==> config.mk <==
export PLATFORM = sky130hd
export DESIGN_NAME = vmask_accum_flat
export DESIGN_NICKNAME = d
export VERILOG_FILES = /design/src/rtl/vmask_accum_if.sv /design/src/rtl/vmask_accum.sv /design/src/flat_wrapper.sv
export SDC_FILE = /design/constraint.sdc
export NUM_CORES = 1
export LEC_CHECK = 0
export CORE_ASPECT_RATIO = 2
export CORE_MARGIN = 2
export CORE_UTILIZATION = 55
export CTS_BUF_LIST = sky130_fd_sc_hd__clkbuf_8
export CTS_CLUSTER_DIAMETER = 40
export CTS_CLUSTER_SIZE = 40
export DETAILED_ROUTE_END_ITERATION = 16
export DONT_BUFFER_PORTS = 1
export GPL_ROUTABILITY_DRIVEN = 0
export MAX_ROUTING_LAYER = met4
export PLACE_DENSITY = 0.73
export SLEW_MARGIN = 25
export SYNTH_ARGS = -nofsm -noshare
export SYNTH_HDL_FRONTEND = slang
export SYNTH_SLANG_ARGS = --single-unit
==> constraint.sdc <==
create_clock -name clk -period 3 [get_ports clk]
set_input_delay 0.15 -clock clk [delete_from_list [all_inputs] [get_ports clk]]
set_output_delay 0.15 -clock clk [all_outputs]
set_load 0.005 [all_outputs]
==> src/rtl/vmask_accum_if.sv <==
// vmask_accum_if
//   Bundles the partial-mask beat input and the register-file write port
//   of the mask accumulator.
//   master : upstream/testbench side. It drives in_valid, in_addr, in_mask,
//            in_en and in_last, and it observes in_ready and out_*.
//   slave  : accumulator side. It observes the beat and drives in_ready,
//            out_valid, out_addr, out_vec, out_be and out_bits.
interface vmask_accum_if #(
    parameter int DATA_WIDTH = 64,
    parameter int BE_WIDTH   = DATA_WIDTH / 8,
    parameter int ADDR_WIDTH = 32
);
    logic                  in_valid;
    logic [ADDR_WIDTH-1:0] in_addr;
    logic [DATA_WIDTH-1:0] in_mask;
    logic [DATA_WIDTH-1:0] in_en;
    logic                  in_last;
    logic                  in_ready;
    logic                  out_valid;
    logic [ADDR_WIDTH-1:0] out_addr;
    logic [DATA_WIDTH-1:0] out_vec;
    logic [BE_WIDTH-1:0]   out_be;
    logic [DATA_WIDTH-1:0] out_bits;

    modport master (
        output in_valid, in_addr, in_mask, in_en, in_last,
        input  in_ready, out_valid, out_addr, out_vec, out_be, out_bits
    );

    modport slave (
        input  in_valid, in_addr, in_mask, in_en, in_last,
        output in_ready, out_valid, out_addr, out_vec, out_be, out_bits
    );
endinterface

==> src/rtl/vmask_accum.sv <==
// vmask_accum
//   Merges positioned partial mask beats into one mask word per destination
//   address. It issues a single full-width register-file write for each
//   completed word.
//   Ports:
//     clk : clock
//     rst : synchronous, active-high reset
//     bus : vmask_accum_if.slave. It carries the beat inputs (in_*), the
//           in_ready back-pressure and the registered write port (out_*).
module vmask_accum #(
    parameter int DATA_WIDTH = 64,
    parameter int BE_WIDTH   = DATA_WIDTH / 8,
    parameter int ADDR_WIDTH = 32
) (
    input  logic          clk,
    input  logic          rst,
    vmask_accum_if.slave  bus
);

    // A byte lane is enabled when any bit in that lane was enabled.
    function automatic logic [BE_WIDTH-1:0] be_of(input logic [DATA_WIDTH-1:0] bits);
        logic [BE_WIDTH-1:0] be;
        be = '0;
        for (int k = 0; k < BE_WIDTH; k++) begin
            be[k] = |bits[8*k +: 8];
        end
        return be;
    endfunction

    logic                  acc_act_r,  acc_act_s;
    logic [ADDR_WIDTH-1:0] acc_addr_r, acc_addr_s;
    logic [DATA_WIDTH-1:0] acc_vec_r,  acc_vec_s;
    logic [DATA_WIDTH-1:0] acc_en_r,   acc_en_s;
    logic                  hold_v_r,    hold_v_s;
    logic [ADDR_WIDTH-1:0] hold_addr_r, hold_addr_s;
    logic [DATA_WIDTH-1:0] hold_vec_r,  hold_vec_s;
    logic [DATA_WIDTH-1:0] hold_en_r,   hold_en_s;
    logic                  out_valid_r, out_valid_s;
    logic [ADDR_WIDTH-1:0] out_addr_r,  out_addr_s;
    logic [DATA_WIDTH-1:0] out_vec_r,   out_vec_s;
    logic [BE_WIDTH-1:0]   out_be_r,    out_be_s;
    logic [DATA_WIDTH-1:0] out_bits_r,  out_bits_s;

    logic                  accept_s;
    logic                  same_s;
    logic                  mismatch_s;
    logic                  complete_s;
    logic [DATA_WIDTH-1:0] base_vec_s;
    logic [DATA_WIDTH-1:0] base_en_s;
    logic [DATA_WIDTH-1:0] merged_vec_s;
    logic [DATA_WIDTH-1:0] merged_en_s;

    assign bus.in_ready  = !hold_v_r;
    assign bus.out_valid = out_valid_r;
    assign bus.out_addr  = out_addr_r;
    assign bus.out_vec   = out_vec_r;
    assign bus.out_be    = out_be_r;
    assign bus.out_bits  = out_bits_r;

    // Merge datapath: a beat for a new address merges against an empty word.
    always_comb begin
        accept_s   = bus.in_valid && !hold_v_r;
        same_s     = acc_act_r && (bus.in_addr == acc_addr_r);
        mismatch_s = acc_act_r && !same_s;
        if (same_s) begin
            base_vec_s = acc_vec_r;
            base_en_s  = acc_en_r;
        end else begin
            base_vec_s = '0;
            base_en_s  = '0;
        end
        merged_vec_s = (base_vec_s & ~bus.in_en) | (bus.in_mask & bus.in_en);
        merged_en_s  = base_en_s | bus.in_en;
        complete_s   = bus.in_last || (&merged_en_s);
    end

    // Next-state and emit selection for the accumulator, hold buffer and write port.
    always_comb begin
        acc_act_s   = acc_act_r;
        acc_addr_s  = acc_addr_r;
        acc_vec_s   = acc_vec_r;
        acc_en_s    = acc_en_r;
        hold_v_s    = hold_v_r;
        hold_addr_s = hold_addr_r;
        hold_vec_s  = hold_vec_r;
        hold_en_s   = hold_en_r;
        out_valid_s = 1'b0;
        out_addr_s  = out_addr_r;
        out_vec_s   = out_vec_r;
        out_be_s    = out_be_r;
        out_bits_s  = out_bits_r;

        if (hold_v_r) begin
            // in_ready is low, so no beat competes with draining the hold buffer.
            out_valid_s = 1'b1;
            out_addr_s  = hold_addr_r;
            out_vec_s   = hold_vec_r;
            out_bits_s  = hold_en_r;
            out_be_s    = be_of(hold_en_r);
            hold_v_s    = 1'b0;
        end else if (accept_s) begin
            if (mismatch_s) begin
                // The old word takes this cycle's write slot.
                out_valid_s = 1'b1;
                out_addr_s  = acc_addr_r;
                out_vec_s   = acc_vec_r;
                out_bits_s  = acc_en_r;
                out_be_s    = be_of(acc_en_r);
                if (complete_s) begin
                    // The new word is also complete, so it waits one cycle in the hold buffer.
                    hold_v_s    = 1'b1;
                    hold_addr_s = bus.in_addr;
                    hold_vec_s  = merged_vec_s;
                    hold_en_s   = merged_en_s;
                    acc_act_s   = 1'b0;
                end else begin
                    acc_act_s  = 1'b1;
                    acc_addr_s = bus.in_addr;
                    acc_vec_s  = merged_vec_s;
                    acc_en_s   = merged_en_s;
                end
            end else if (complete_s) begin
                out_valid_s = 1'b1;
                out_addr_s  = bus.in_addr;
                out_vec_s   = merged_vec_s;
                out_bits_s  = merged_en_s;
                out_be_s    = be_of(merged_en_s);
                acc_act_s   = 1'b0;
            end else begin
                acc_act_s  = 1'b1;
                acc_addr_s = bus.in_addr;
                acc_vec_s  = merged_vec_s;
                acc_en_s   = merged_en_s;
            end
        end else begin
            out_valid_s = 1'b0;
        end
    end

    // State register with synchronous reset that discards partial words.
    always_ff @(posedge clk) begin
        if (rst) begin
            acc_act_r   <= 1'b0;
            acc_addr_r  <= '0;
            acc_vec_r   <= '0;
            acc_en_r    <= '0;
            hold_v_r    <= 1'b0;
            hold_addr_r <= '0;
            hold_vec_r  <= '0;
            hold_en_r   <= '0;
            out_valid_r <= 1'b0;
            out_addr_r  <= '0;
            out_vec_r   <= '0;
            out_be_r    <= '0;
            out_bits_r  <= '0;
        end else begin
            acc_act_r   <= acc_act_s;
            acc_addr_r  <= acc_addr_s;
            acc_vec_r   <= acc_vec_s;
            acc_en_r    <= acc_en_s;
            hold_v_r    <= hold_v_s;
            hold_addr_r <= hold_addr_s;
            hold_vec_r  <= hold_vec_s;
            hold_en_r   <= hold_en_s;
            out_valid_r <= out_valid_s;
            out_addr_r  <= out_addr_s;
            out_vec_r   <= out_vec_s;
            out_be_r    <= out_be_s;
            out_bits_r  <= out_bits_s;
        end
    end

endmodule

==> src/flat_wrapper.sv <==
// flat-port wrapper written by rule: the top's interface ports become plain ports
module vmask_accum_flat 
#(
    parameter int DATA_WIDTH = 64,
    parameter int BE_WIDTH   = DATA_WIDTH / 8,
    parameter int ADDR_WIDTH = 32
)
  (clk, rst, bus_in_valid, bus_in_addr, bus_in_mask, bus_in_en, bus_in_last, bus_in_ready, bus_out_valid, bus_out_addr, bus_out_vec, bus_out_be, bus_out_bits);
  vmask_accum_if #(.DATA_WIDTH(DATA_WIDTH), .BE_WIDTH(BE_WIDTH), .ADDR_WIDTH(ADDR_WIDTH)) bus_i ();
  input  logic clk;
  input  logic rst;
  input wire logic [$bits(bus_i.in_valid)-1:0] bus_in_valid;
  input wire logic [$bits(bus_i.in_addr)-1:0] bus_in_addr;
  input wire logic [$bits(bus_i.in_mask)-1:0] bus_in_mask;
  input wire logic [$bits(bus_i.in_en)-1:0] bus_in_en;
  input wire logic [$bits(bus_i.in_last)-1:0] bus_in_last;
  output wire logic [$bits(bus_i.in_ready)-1:0] bus_in_ready;
  output wire logic [$bits(bus_i.out_valid)-1:0] bus_out_valid;
  output wire logic [$bits(bus_i.out_addr)-1:0] bus_out_addr;
  output wire logic [$bits(bus_i.out_vec)-1:0] bus_out_vec;
  output wire logic [$bits(bus_i.out_be)-1:0] bus_out_be;
  output wire logic [$bits(bus_i.out_bits)-1:0] bus_out_bits;
  assign bus_i.in_valid = bus_in_valid;
  assign bus_i.in_addr = bus_in_addr;
  assign bus_i.in_mask = bus_in_mask;
  assign bus_i.in_en = bus_in_en;
  assign bus_i.in_last = bus_in_last;
  assign bus_in_ready = bus_i.in_ready;
  assign bus_out_valid = bus_i.out_valid;
  assign bus_out_addr = bus_i.out_addr;
  assign bus_out_vec = bus_i.out_vec;
  assign bus_out_be = bus_i.out_be;
  assign bus_out_bits = bus_i.out_bits;
  vmask_accum #(.DATA_WIDTH(DATA_WIDTH), .BE_WIDTH(BE_WIDTH), .ADDR_WIDTH(ADDR_WIDTH)) u_core (.clk(clk), .rst(rst), .bus(bus_i));
endmodule
==> results.py, run 1 <==
metrics = {
    "pwr": {
        "p_leak_nw": 9.70,
        "comb_power_share_pct": 13.2,
        "power_density_mw_per_mm2": 483,
        "ir_drop_mv": 0.403,
        "power_frac_clock_pct": 33.8,
        "intPower_w": 0.00972,
        "power.switching_w": 0.00373,
        "p_sw_share_pct": 27.7,
        "pwr-share-seq_pct": 53.0,
    },
    "cts": {
        "cts.htree.levels": 2,
        "cts_tree": "yes",
        "cts.sinks": 491,
        "cts_root_buf": "clkbuf_8",
        "clkTransAtPathRegs_ps": 120,
        "clkLatencyLatePin_ps": 630,
        "cts-buffers-inserted": 40,
        "cts_buffer_depth": 3,
    },
    "timing": {
        "maxSlewViolCount": 283,
        "rsz0062_at_grt": "yes",
        "min_period_ps": 4330,
        "fin_tns_setup_ps": -561230,
        "fin_skew_ps": 33.0,
        "timing.hold.ws_ps": -403,
        "finalHoldViolCount": 432,
        "relSlewSlack_pct": -43.6,
        "fmax_mhz": 231,
        "setup_violations": 491,
        "setup_slack_ps": -1330,
        "min_period_over_period_pct": 144,
        "tightestPinTransition_ps": 2150,
    },
    "yosys": {
        "ys.flop_type": "dfxtp_1",
        "ys_types": 39,
        "synth_nets": 2705,
        "ys_ff_latch": 491,
        "synthCells": 2541,
        "syn-cell-area_sq_mm": 0.0222,
        "synth_warnings": 0,
        "synth-edff-count": 0,
        "ys_seq_area_share_pct": 44.4,
        "syn_area_per_cell_sq_um": 8.72,
        "synthArstFlopShare_pct": 0,
    },
    "global_routing": {
        "grt_usage_pct": 34.3,
        "grt_pass1_wl_microns": 113000,
        "grt_pass1_vias": 19700,
        "grt_max_degree": 561,
        "grt_overflow_total": 0,
        "antenna_found_initial": 2,
    },
    "flow_run": {
        "max-cap-violations": 0,
    },
    "cells_and_area": {
        "mostFrequentLayoutCells": "dfxtp_1 (466), nor2_1 (367), nand2_1 (238)",
        "fin_nets": 2774,
        "drive_gt1_share_pct": 21.2,
        "synthToLayoutAreaGrowth_pct": 25.8,
        "layout_commonest_cell": "dfxtp_1",
    },
    "placement": {
        "io_buffers": 0,
        "preCtsSetupSlack_ps": -1330,
        "dp_hpwl_microns": 44800,
    },
    "routing": {
        "wl_microns": 80300,
        "drc_errors": 0,
        "via_per_inst": 6.83,
        "vias": 21700,
        "firstDrtPassIters": 6,
        "drt_iter0_markers": 2589,
        "ant_nets": 0,
        "detail_route.wl_per_cell_microns": 25.3,
    },
    "die": {
        "core_area_sq_mm": 0.0399,
        "die-area_sq_mm": 0.0420,
        "die_y_microns": 288,
        "die_w_microns": 146,
        "ios": 334,
        "start_util_pct": 55.5,
        "num_rows": 104,
    },
    "setup_path": {
        "critPathLaunchType": "register",
        "crit_fanout": 13,
        "setup.worst_path.end_class": "register",
        "slowest_stage": "dfxtp_2",
        "crit_type": "register to register",
        "slowest_delay_ps": 360,
        "path_common_cell": "buf_6",
        "arrival_ps": 4750,
        "crit_chain": "xnor2_2, nand4_1, nor4_4, buf_4, buf_12, buf_6, clkbuf_16, a41oi_1, nor4_1, nand4_1, buf_4, buf_6, buf_6, o41ai_4, buf_4, buf_6, nor2_4, buf_8, clkbuf_16, a22oi_1, nor2_1",
        "worstPathRequired_ps": 3430,
    },
    "run_status": {
        "status": "finished, violations left",
        "failed_checks": "hold timing, slew limit, setup timing",
    },
    "worst_hold_path": {
        "holdCritPathClass": "primary input to register",
    },
}
==> timing repair <==
item | 4_1_cts | 5_1_grt
setup buffers | 38 | 33
hold endpoints to repair | 491 | 491
resized for setup | 127 | 127
setup endpoints to repair | 491 | 491
pin swaps | 80 | 80
cloned | 22 | 27
==> cells by family (layout without fill, tap and decap cells) <==
| kind of cell | count (synthesis) | after routing | share of synthesized area [%] |
|---|---|---|---|
| XOR/XNOR | 32 | 32 | 1.27 |
| AO/OA/AOI/OAI | 737 | 737 | 26.0 |
| flip-flops | 491 | 491 | 44.4 |
| other | 0 | 3 | 0 |
| AND/OR/NAND/NOR | 916 | 916 | 19.6 |
| multiplexers | 66 | 66 | 2.99 |
| buffers and inverters | 299 | 400 | 5.83 |
==> synthesized netlist by cell type, types with 14 or more instances <==
cell	number	area, sq um
a21oi_1	75	375
mux2i_1	65	651
clkbuf_1	189	709
a221oi_1	64	561
a41oi_1	64	561
buf_2	46	230
a211oi_1	184	1380
o211ai_1	124	931
nand2_1	240	901
nand4b_1	60	526
nor3b_1	64	480
dfxtp_1	491	9830
nor4_1	57	357
a22oi_1	68	510
a22o_1	68	596
nand3_1	61	305
xnor2_1	32	280
inv_1	35	131
nor2_1	389	1460
a311oi_1	64	561
a211oi_2	14	175
==> state kept, by name, indices dropped and copies added (netlist names) <==
register and count:
u_core.acc_en_r 64, u_core.acc_vec_r 64, u_core.bus.out_bits 64, u_core.bus.out_vec 64, u_core.hold_en_r 64, u_core.hold_vec_r 64
u_core.acc_addr_r 32, u_core.bus.out_addr 32, u_core.hold_addr_r 32, u_core.bus.out_be 8, u_core.acc_act_r 1, u_core.bus.out_valid 1
u_core.hold_v_r 1
==> per-stage QoR <==
stage | area (sq um) | std cells | total power (W) | utilization, %
5_1_grt | 27900 | 3174 | 0.0139 | 69.7
6_report | 27900 | 3175 | 0.0135 | 69.7
3_5_place_dp | 23700 | 2984 | 0.00861 | 59.3
3_3_place_gp | 23700 | 2984 | 0.00857 | 59.3
4_1_cts | 26400 | 3117 | 0.0132 | 66.1
2_1_floorplan | 22300 | 2541 | 0.00820 | -
==> path summary, 6_finish.rpt <==
check,start,endpoint,slack (ps),depth (start not counted)
setup / recovery,u_core.acc_addr_r[4],u_core.acc_en_r[19],-1330,21
hold reg to reg,u_core.hold_addr_r[25],u_core.bus.out_addr[25],460,2
hold / removal,rst,u_core.bus.out_vec[7],-400,1
setup reg to reg,u_core.acc_addr_r[4],u_core.acc_en_r[19],-1330,21
==> power by group through the flow <==
stage          Clock, W  Sequential, W  Combinational, W
2_1_floorplan         0        0.00715           0.00105
3_3_place_gp          0        0.00724           0.00133
3_5_place_dp          0        0.00724           0.00136
4_1_cts         0.00458        0.00710           0.00154
5_1_grt         0.00481        0.00716           0.00189
6_report        0.00454        0.00713           0.00178
==> layer usage <==
metal	track usage (%)	share of wire (%)	vias to the layer above
met3	6.48	10	273
met1	41.4	37	10400
met4	15.4	5.6	0
met5	-	0	-
met2	55.7	47	1329
li1	-	-	9712
==> critical path: cells and delay by family (launching register included) <==
kind | cells | cell delay (ps)
AO/OA/AOI/OAI | 3 | 740
XOR/XNOR | 1 | 180
buffers and inverters | 11 | 1660
flip-flops | 1 | 360
AND/OR/NAND/NOR | 6 | 1160
==> area by class of cell <==
type	instances	area, sq um
Timing Repair Buffer	291	3930
Antenna cell	3	7.51
Clock buffer	45	619
Inverter	35	136
Clock inverter	29	388
Fill cell	2971	12100
Multi-Input combinational cell	1751	12300
Tap cell	530	663
Sequential cell	491	9870
Note: power is estimated with default switching activity, not from simulation.
==> inputs of run 2 (changes only) <==
--- a/config.mk
+++ b/config.mk
@@ -16,6 +16,7 @@
 export GPL_ROUTABILITY_DRIVEN = 0
 export MAX_ROUTING_LAYER = met4
 export PLACE_DENSITY = 0.73
+export SKIP_LAST_GASP = 1
 export SLEW_MARGIN = 25
 export SYNTH_ARGS = -nofsm -noshare
 export SYNTH_HDL_FRONTEND = slang
==> run 2 against run 1 <==
  * The flow finishes with violations (hold timing, setup timing)
  * Sequential power about the same
  * Clock power up 2%
  * Clock-buffer cell count unchanged
  * Worst setup slack worse by 240 ps
  * Sequential cell count unchanged
  * Combinational power up 13%
  * Die area unchanged
  * Global-route usage about the same
  * Critical path depth down 3
  * Critical endpoint is now u_core.bus.out_be[5]
  * Largest cell class unchanged
==> results.py, run 2 (synthesis gave the netlist of run 1 again) <==
metrics = {
    "pwr": {
        "total_power_w": 0.0138,
        "ir_drop_mv": 0.416,
        "p_leak_nw": 10.2,
        "power_density_mw_per_mm2": 473,
    },
    "global_routing": {
        "grt_max_degree": 561,
        "grt_pass1_wl_microns": 113000,
        "grt_overflow_total": 0,
        "grt_usage_pct": 34.3,
        "grt_pass1_vias": 19700,
        "antenna_found_initial": 2,
    },
    "routing": {
        "ant_nets": 0,
        "via_per_inst": 7.03,
        "detail_route.wl_per_cell_microns": 27.4,
        "drt_iter0_markers": 2860,
        "firstDrtPassIters": 10,
        "wl_microns": 89900,
        "drc_errors": 0,
        "vias": 23100,
    },
    "setup_path": {
        "r2r-start": "u_core.acc_addr_r[12]",
        "critPathLaunchType": "register",
        "r2r_slack_ps": -1570,
        "crit_type": "register to register",
        "setup.worst_path.end_class": "register",
        "arrival_ps": 5100,
        "rr_endpoint": "u_core.bus.out_be[5]",
        "worstPathRequired_ps": 3530,
        "reg2reg_depth": 18,
        "crit_fanout": 8,
    },
    "cts": {
        "cts_root_buf": "clkbuf_8",
        "cts-buffers-inserted": 40,
        "clkLatencyLatePin_ps": 660,
        "cts.sinks": 491,
        "cts_buffer_depth": 3,
        "cts.htree.levels": 2,
        "cts_tree": "yes",
        "clkTransAtPathRegs_ps": 120,
    },
    "timing": {
        "setup_violations": 491,
        "setup_slack_ps": -1570,
        "tightestPinTransition_ps": 1250,
        "rsz0062_at_grt": "yes",
        "relSlewSlack_pct": 16.6,
        "fin_skew_ps": 52.2,
        "timing.hold.ws_ps": -436,
        "maxSlewViolCount": 0,
        "min_period_over_period_pct": 152,
        "finalHoldViolCount": 241,
        "min_period_ps": 4570,
        "fmax_mhz": 219,
    },
    "cells_and_area": {
        "fin_nets": 2875,
        "fin_cells": 3278,
        "layout_commonest_cell": "dfxtp_1",
        "synthToLayoutAreaGrowth_pct": 31.2,
        "drive_gt1_share_pct": 21.6,
        "mostFrequentLayoutCells": "dfxtp_1 (471), nor2_1 (357), nand2_1 (238)",
        "nFillCells": 2715,
    },
    "run_status": {
        "status": "finished, violations left",
        "failed_checks": "hold timing, setup timing",
    },
    "die": {
        "die-area_sq_mm": 0.0420,
        "core_area_sq_mm": 0.0399,
        "start_util_pct": 55.5,
        "die_y_microns": 288,
        "die_w_microns": 146,
        "num_rows": 104,
        "ios": 334,
    },
    "worst_hold_path": {
        "holdCritPathClass": "primary input to register",
        "hold_end": "u_core.bus.out_vec[8]",
        "hold_depth": 1,
        "min_from": "rst",
    },
    "placement": {
        "preCtsSetupSlack_ps": -1330,
        "dp_hpwl_microns": 44800,
        "dp_cells": 2984,
        "io_buffers": 0,
    },
    "flow_run": {
        "max-cap-violations": 0,
    },
}
## run 2: changes by cell type in the layout (fill, tap and decap cells not counted), sizes merged
cell         previous run  this run
diode                   3         5
buf                   267       272
dlygate4sd3             0        82
nor2                  389       392
clkbuf                 65        76
## run 2: worst max-delay path by stage
stage,from,to,slack (ps),cells after the start
3_3_place_gp,u_core.acc_addr_r[5],u_core.bus.out_addr[20],-1270,14
2_1_floorplan,u_core.acc_addr_r[13],u_core.hold_addr_r[10],-250,15
3_5_place_dp,u_core.acc_addr_r[5],u_core.bus.out_addr[28],-1330,14
4_1_cts,u_core.acc_addr_r[10],u_core.bus.out_addr[31],-930,19
5_1_grt,u_core.acc_addr_r[12],u_core.bus.out_be[5],-1570,18
6_report,u_core.acc_addr_r[12],u_core.bus.out_be[5],-1570,18
## run 2: layout make-up
cell class | count | area, sq um | share of cell area [%]
clock inverters | 29 | 388 | 1.33
clock buffers | 45 | 619 | 2.13
inverters | 35 | 136 | 0.469
multi-input cells | 1754 | 12300 | 42.2
flip-flops and latches | 491 | 9860 | 33.9
repair buffers | 389 | 5120 | 17.6
well taps | 530 | 663 | 2.28
diodes | 5 | 12.5 | 0.0431
## run 2: where the power goes
group / internal [W] / switching, W
sequential: 0.00683 / 0.000304
combinational: 0.000957 / 0.00106
clock: 0.00201 / 0.00260
## run 2: timing repair
action,in CTS,in global routing
pin swaps,67,66
setup endpoints to repair,491,491
cloned,22,47
gates resized for setup,119,167
hold endpoints to repair,491,491
buffers inserted,38,33
## run 2: routing by layer
| layer | vias up | track usage, % | wire, microns |
|---|---|---|---|
| met1 | 10900 | 41.7 | 31100 |
| li1 | 9911 | - | - |
| met2 | 1731 | 55.5 | 41300 |
| met3 | 519 | 6.09 | 10100 |
| met5 | - | - | 0 |
| met4 | 0 | 15.9 | 7380 |
## run 2: metrics by stage
| stage | TNS (ps) | cell area [sq um] | util, % |
|---|---|---|---|
| 3_5_place_dp | -504490 | 23700 | 59.3 |
| 4_1_cts | -409590 | 26400 | 66.0 |
| 5_1_grt | -692210 | 29100 | 72.7 |
| 2_1_floorplan | -62620 | 22300 | - |
| 3_3_place_gp | -491930 | 23700 | 59.3 |
| 6_report | -676550 | 29100 | 72.7 |
## run 2: critical path, stage by stage, from the launching register on
cell and delay [ps]:
dfxtp_2 350, xnor2_1 170, nand4_1 270, nor4_4 340, buf_6 150, buf_12 120
buf_16 150, buf_16 140, a41oi_2 190, nor4_1 490, nand4_1 280, o41a_1 520
buf_6 180, a21oi_4 210, buf_6 150, buf_16 150, clkbuf_4 200, a21oi_1 80
o32ai_1 290
